### src/rtl/countdown_timer.sv
// Two-digit BCD countdown timer (00-59) with prescaled step rate, pause/resume,
// a one-cycle expiry pulse and a one-cycle rejected-load pulse.
module countdown_timer #(
    parameter int unsigned TICK_DIV = 50000000
) (
    input  logic       clk,
    input  logic       reset,
    input  logic       load,
    input  logic [3:0] preset_tens,
    input  logic [3:0] preset_ones,
    input  logic       start,
    input  logic       pause,
    output logic [3:0] Q1,
    output logic [3:0] Q2,
    output logic       busy,
    output logic       expired,
    output logic       load_err
);

    localparam int unsigned PW = (TICK_DIV > 1) ? $clog2(TICK_DIV) : 1;
    localparam logic [PW-1:0] PRESC_MAX = PW'(TICK_DIV - 1);

    localparam logic [1:0] S_IDLE   = 2'd0;
    localparam logic [1:0] S_RUN    = 2'd1;
    localparam logic [1:0] S_PAUSED = 2'd2;
    localparam logic [1:0] S_DONE   = 2'd3;

    logic [1:0]    state_q, state_d;
    logic [3:0]    q1_q, q1_d;
    logic [3:0]    q2_q, q2_d;
    logic [PW-1:0] presc_q, presc_d;
    logic          expired_q, expired_d;
    logic          load_err_q, load_err_d;

    logic tick;
    logic count_zero;
    logic preset_ok;
    logic load_accept;
    logic step_to_zero;

    always_comb begin
        state_d     = state_q;
        q1_d        = q1_q;
        q2_d        = q2_q;
        presc_d     = presc_q;
        expired_d   = 1'b0;
        tick        = 1'b0;

        count_zero  = (q1_q == 4'd0) && (q2_q == 4'd0);
        preset_ok   = (preset_tens <= 4'd5) && (preset_ones <= 4'd9);
        load_accept = load && (state_q != S_RUN) && preset_ok;
        load_err_d  = load && ((state_q == S_RUN) || !preset_ok);

        // The prescaler keeps running on the pause edge itself, so the held
        // value reflects every RUN cycle that elapsed.
        if (state_q == S_RUN) begin
            if (presc_q == PRESC_MAX) begin
                presc_d = '0;
                tick    = 1'b1;
            end else begin
                presc_d = presc_q + PW'(1);
            end
        end

        if (tick) begin
            if (q2_q != 4'd0) begin
                q2_d = q2_q - 4'd1;
            end else begin
                q2_d = 4'd9;
                q1_d = q1_q - 4'd1;
            end
        end

        step_to_zero = tick && (q1_q == 4'd0) && (q2_q == 4'd1);

        if (step_to_zero) begin
            state_d   = S_DONE;
            expired_d = 1'b1;
        end else if (load) begin
            if (load_accept) begin
                q1_d    = preset_tens;
                q2_d    = preset_ones;
                presc_d = '0;
                state_d = S_IDLE;
            end
        end else if (pause) begin
            if (state_q == S_RUN) begin
                state_d = S_PAUSED;
            end
        end else if (start) begin
            if (((state_q == S_IDLE) || (state_q == S_PAUSED)) && !count_zero) begin
                state_d = S_RUN;
            end
        end
    end

    always_ff @(posedge clk) begin
        if (reset) begin
            state_q    <= S_IDLE;
            q1_q       <= 4'd0;
            q2_q       <= 4'd0;
            presc_q    <= '0;
            expired_q  <= 1'b0;
            load_err_q <= 1'b0;
        end else begin
            state_q    <= state_d;
            q1_q       <= q1_d;
            q2_q       <= q2_d;
            presc_q    <= presc_d;
            expired_q  <= expired_d;
            load_err_q <= load_err_d;
        end
    end

    assign Q1       = q1_q;
    assign Q2       = q2_q;
    assign busy     = (state_q == S_RUN);
    assign expired  = expired_q;
    assign load_err = load_err_q;

endmodule
### config.mk
export PLATFORM = sky130hd
export DESIGN_NAME = countdown_timer
export DESIGN_NICKNAME = d
export VERILOG_FILES = /design/src/rtl/countdown_timer.sv
export SDC_FILE = /design/constraint.sdc
export NUM_CORES = 1
export LEC_CHECK = 0
export CAP_MARGIN = 20
export CORE_ASPECT_RATIO = 1.1
export CORE_MARGIN = 2
export CORE_UTILIZATION = 25
export DETAILED_ROUTE_END_ITERATION = 8
export HOLD_SLACK_MARGIN = 0.12
export PLACE_DENSITY = 0.49
export SYNTH_ARGS = -nofsm -noshare
export SYNTH_HDL_FRONTEND = slang
export SYNTH_SLANG_ARGS = --single-unit
### constraint.sdc
create_clock -name clk -period 2.8 [get_ports clk]
set_clock_uncertainty 0.05 [all_clocks]
set_input_delay 0.42 -clock clk [delete_from_list [all_inputs] [get_ports clk]]
set_output_delay 0.42 -clock clk [all_outputs]
set_load 0.03 [all_outputs]
# After elaboration in Yosys (flattened, before gate mapping)
# Index checks and enable logic that the tools add are counted.
# op_classes
n_addsub,3
n_lt_le_gt_ge,2
eq_ne,7
n_mux,25
n_reduce_logical,19
# ops
operator,count
two-way mux 26 bit,5
two-way mux 4 bit,10
adder 26 x 1 -> 26 bit (second input constant),1
== test 26 bit (second input constant),1
two-way mux 2 bit,7
nonzero test 4 bit,3
logical AND 1 bit,8
zero test 4 bit,2
subtractor 4 x 1 -> 4 bit (second input constant),2
== test 4 x 1 -> 1 bit (second input constant),1
<= comparator 4 x 3 -> 1 bit (second input constant),1
<= comparator 4 bit (second input constant),1
!= test 4 x 2 -> 1 bit (second input constant),1
AND reduction 4 bit,1
two-way mux 1 bit,3
!= test 3 x 1 -> 1 bit (second input constant),1
== test 2 x 1 -> 1 bit (second input constant),1
== test 2 bit (second input constant),1
zero test 1 bit,2
zero test 2 bit,1
logical OR 1 bit,2
!= test 2 x 1 -> 1 bit (second input constant),1
# totals
reg_bits,38
inputBits,13
output_inout_bits,11
wordCells,62

# Longest topological paths before layout
# depth
ltp_word,9
mapped_depth,8
ltp_nobuf,7

# Worst setup path before layout
# OpenSTA, ideal clock, no wires.
# synth_timing
path_type,flip-flop to flip-flop
startpoint,"register q2_q[1], in the netlist Q2[1]"
endpoint,"register q1_q[1], in the netlist Q1[1]"
setup_time_ps,86
t_arrival_ps,1986
required_time_ps,2664
setup_slack_ps,679
stages_incl_launch_ff,6
n_path_buf,0
period_less_slack_ps,2121
cell_sequence,dfxtp_1 > or3_4 > or3_4 > nor3_2 > mux2_2 > a211oi_1
# synth_via
elab_chain_cells,6
word_cells_on_any_way,8
classes_between,eq/ne (1); mux (5); reduce/logical (2)
# synth_rtl
element,line_no,text
start: declaration,30,"logic [3:0] q2_q, q2_d;"
start signal: assignment,108,q2_q <= q2_d;
nonzero test 4 bit,66,if (q2_q != 4'd0) begin
two-way mux 4 bit,66,
two-way mux 4 bit,65,if (tick) begin
two-way mux 4 bit,80,if (load_accept) begin
two-way mux 4 bit,79,end else if (load) begin
two-way mux 4 bit *,76,if (step_to_zero) begin
end signal: assignment,107,q1_q <= q1_d;
end: declaration,29,"logic [3:0] q1_q, q1_d;"
# Every way passes the cells marked *; elsewhere a longest branch is shown, timed or not.
# A chain may end at the register's enable or synchronous reset.

# Worst setup path in the final report
# layout_timing
startpoint,register state_q[0]
endpoint,output port busy
# layout_via
elab_chain_cells,1
# layout_rtl
element,line_no,text
start: declaration,28,"logic [1:0] state_q, state_d;"
start signal: assignment,106,state_q <= state_d;
== test 2 x 1 -> 1 bit,117,assign busy = (state_q == S_RUN);
end: declaration,15,"output logic busy,"
# No other way between the ends.

==> summary.log <==
INFO  outcome        outcome=complete, no violations
INFO  detailed_routing drt-pass1-iter-count=4
INFO  min_path       min-delay-path-class=reg -> reg
INFO  synth          ys.flop_type=dfxtp_1
INFO  worst_setup_path worst_r2r_path_depth=5
INFO  sta            worst_slew_pin_slew=749.6ps
INFO  worst_setup_path worstReg2RegEnd=Q1[1]$_SDFF_PP0_
INFO  placement      dp_hpwl=3.276mm
INFO  synth          synth_seq_cells=38
INFO  layout         final.fill_count=864
INFO  worst_setup_path worst-path-max-fanout=7
INFO  clocking       cts_buffers=5
INFO  layout         layout.cells.most_common_list=nor2_1, dfxtp_1, clkdlybuf4s50_1
INFO  layout         ant_cells=0
INFO  pwr            power_leakage=0.8995nW
INFO  pwr            ir_drop=0.2280mV
INFO  global_route   global_route.usage.total=10.45%
INFO  global_route   grt_pass1_vias=1551
INFO  sta            timing.final.setup_violations=0
INFO  worst_setup_path crit_path_max_incr_delay=710ps
INFO  detailed_routing number_of_nets_with_antenna_violations_after_routing=0
INFO  pwr            p_per_area=466.7mW/mm^2
INFO  clocking       post-cts-setup-buffers=0
INFO  synth          postSynthNetCount=233
INFO  worst_setup_path crit_end=busy
INFO  layout         design.final.nets=259
INFO  die            floorplan.initialDensity=25.74%
INFO  placement      post_dp_cell_area=0.002386mm^2
INFO  sta            worst_slew_margin_rel=49.56%
INFO  die            die-height=98.67um
INFO  synth          synth.avg_cell_area=9.344um^2
INFO  synth          netlist-cell-type-count=49
INFO  layout         layout-drive-gt1-share=12.65%
INFO  sta            max_clock_freq=411.6MHz
INFO  clocking       clock_insertion_delay_worst_skew=290ps
INFO  clocking       clock_tree.root_cell=clkbuf_8
INFO  global_route   total_congestion_overflow=0
INFO  worst_setup_path criticalPathCategory=reg -> out
INFO  die            io_pins=24
INFO  worst_setup_path cp-end-kind=output port
INFO  clocking       cts_resized=0
INFO  worst_setup_path crit_required=2330ps
INFO  clocking       h_tree_levels=2
INFO  synth          synth-edff-count=0
INFO  detailed_routing routed_wire_length_per_instance=12.69um
INFO  layout         non_filler_cells_final=353
INFO  detailed_routing via_count=1595
INFO  worst_setup_path worst_setup_path_startpoint=state_q[0]$_SDFFE_PP0P_
INFO  synth          top_post_synthesis_cells_by_area=dfxtp_1, nor2_1, xor2_1
INFO  worst_setup_path timing.critical_path.from_type=flop
INFO  worst_setup_path ff2ff_setup_slack=610ps
INFO  detailed_routing postRouteWirelength=4.478mm
INFO  worst_setup_path worst_path_dominant_cell_family=buffers and inverters
INFO  sta            drv_slew=0
INFO  clocking       max-clock-path-buffers=2
INFO  worst_setup_path crit_path_cells=nand2b_1, clkinv_1, clkdlybuf4s50_1
INFO  worst_setup_path timing.rr.start=Q2[0]$_SDFF_PP0_
INFO  layout         layout-area-overhead-vs-synth=22.36%
INFO  synth          post_synthesis_instance_area=0.002037mm^2
INFO  clocking       sinks_on_the_clock_net=38
INFO  worst_setup_path critPathSlowestCell=clkdlybuf4s50_1
INFO  sta            finalHoldViolCount=0
INFO  global_route   grt_antenna_before_repair=0
INFO  sta            setup_tns=0ps
INFO  clocking       clock_tree_from_tritoncts=built
INFO  synth          postSynthCellCount=218
INFO  die            die_area=0.008887mm^2
INFO  job            cap_viol_max_count=0
INFO  sta            final_period_minus_worst_setup_slack=2429ps
INFO  global_route   grt_start_max_net_pins=25
INFO  die            die_width=90.07um
INFO  synth          yosysTopAreaCellShare=37.35%
INFO  placement      gp_routability_congestion=0.7920
INFO  detailed_routing detail_route.vias_per_cell=4.518
INFO  synth          postSynth.asyncResetShare=0%
INFO  global_route   global_route_wire_length_before_repair=7.555mm
INFO  layout         finalInstanceArea=0.002492mm^2
INFO  clocking       post_cts_hold_buffer_count=0
INFO  sta            period_share=86.77%
INFO  synth          yosys_warnings=0
INFO  layout         final_common_cell=nor2_1
INFO  placement      place.detailed.instances=345
INFO  sta            grt_setup_unrepaired=false
INFO  die            rows=34
INFO  synth          synth.yosys.seq_area_share=37.35%
INFO  die            area_of_the_placeable_core=0.007913mm^2
INFO  worst_setup_path worst-path-buf-inv=2
INFO  worst_setup_path cp.depth=3
INFO  clocking       cts.clk_slew.worst_paths=80ps
INFO  detailed_routing drt_iter0_markers=58
INFO  detailed_routing route.detailed.drc=0
INFO  worst_setup_path critPathArrivalTime=1960ps
INFO  placement      numPortBuffers=23
INFO  synth          synth_top_area_cell=dfxtp_1
worst register-to-register path, delay by kind of cell, from the launching register on:
family	cells	cell delay (ps)
compound gates	1	220
flops	1	400
mux	1	380
simple gates	3	1050
synthesized netlist by cell type, types with 2 or more instances:
| cell | n |
|---|---|
| nor2_1 | 40 |
| dfxtp_1 | 38 |
| xor2_1 | 17 |
| xnor2_1 | 12 |
| nand2_1 | 11 |
| nand3_1 | 10 |
| a211oi_1 | 7 |
| nand4_1 | 6 |
| a21oi_1 | 5 |
| nand2b_1 | 5 |
| inv_1 | 4 |
| nor3_1 | 4 |
| and3_1 | 3 |
| and4_1 | 3 |
| clkbuf_1 | 3 |
| nand4_4 | 3 |
| nor4_1 | 3 |
| or3_4 | 3 |
| a211oi_2 | 2 |
| a311oi_1 | 2 |
| and4_2 | 2 |
| buf_4 | 2 |
| ha_1 | 2 |
| nand4b_1 | 2 |
| nor3_2 | 2 |
| nor4_4 | 2 |
| o21ai_0 | 2 |
| or3_1 | 2 |
worst min path at each step:
stage / from / depth (start not counted) / slack (ps) / endpoint
global placement: presc_q[25]$_SDFF_PP0_ / 2 / 430 / presc_q[25]$_SDFF_PP0_
floorplan: presc_q[25]$_SDFF_PP0_ / 2 / 400 / presc_q[25]$_SDFF_PP0_
finish: presc_q[25]$_SDFF_PP0_ / 2 / 450 / presc_q[25]$_SDFF_PP0_
CTS: presc_q[25]$_SDFF_PP0_ / 2 / 440 / presc_q[25]$_SDFF_PP0_
global route: presc_q[25]$_SDFF_PP0_ / 2 / 460 / presc_q[25]$_SDFF_PP0_
detailed placement: presc_q[25]$_SDFF_PP0_ / 2 / 430 / presc_q[25]$_SDFF_PP0_
where the power goes:
group          switching, mW  internal [mW]
clock                  0.199          0.267
sequential            0.0167          0.551
combinational         0.0700         0.0602
total                  0.285          0.878
cells by family after synthesis:
kind of cell / share of synthesized area [%]
buffers and inverters: 2.456
muxes: 1.044
adders and majority gates: 1.228
AOI/OAI and AO/OA: 7.863
and+or+nand+nor: 37.59
xor gates and xnor gates: 12.47
DFF: 37.35
state kept, by name, summed over array words and instances (netlist names):
signal / flops
load_err: 1
Q2: 4
state_q: 2
expired: 1
Q1: 4
presc_q: 26
layer usage:
metal	vias up	share of wire (%)	GRT usage (%)
met1	725	50	14.02
met3	8	4.1	2.676
li1	829	-	-
met5	-	0	0
met4	0	0.92	2.840
met2	33	45	16.77
per-stage QoR:
| stage | power, mW | utilization (%) | setup WS, ps | hold slack (ps) |
|---|---|---|---|---|
| floorplan | 0.6583 | - | 678.9 | 403.2 |
| global placement | 0.7107 | 30.15 | 632.3 | 425.1 |
| detailed placement | 0.7105 | 30.15 | 622.5 | 432.1 |
| CTS | 1.179 | 31.50 | 360.5 | 444.1 |
| global route | 1.215 | 31.50 | 301.8 | 457.7 |
| finish | 1.163 | 31.50 | 370.6 | 448.3 |
cell type report:
| class | count | area (um^2) | share of cell area (%) |
|---|---|---|---|
| inverter | 5 | 18.77 | 0.7530 |
| sequential | 38 | 760.7 | 30.52 |
| clock buffer | 7 | 76.32 | 3.062 |
| multi-input combinational | 169 | 1226 | 49.20 |
| tap | 108 | 135.1 | 5.422 |
| clock inverter | 1 | 30.03 | 1.205 |
| timing repair buffer | 25 | 245.2 | 9.839 |
Note: power is estimated with default switching activity, not from simulation.
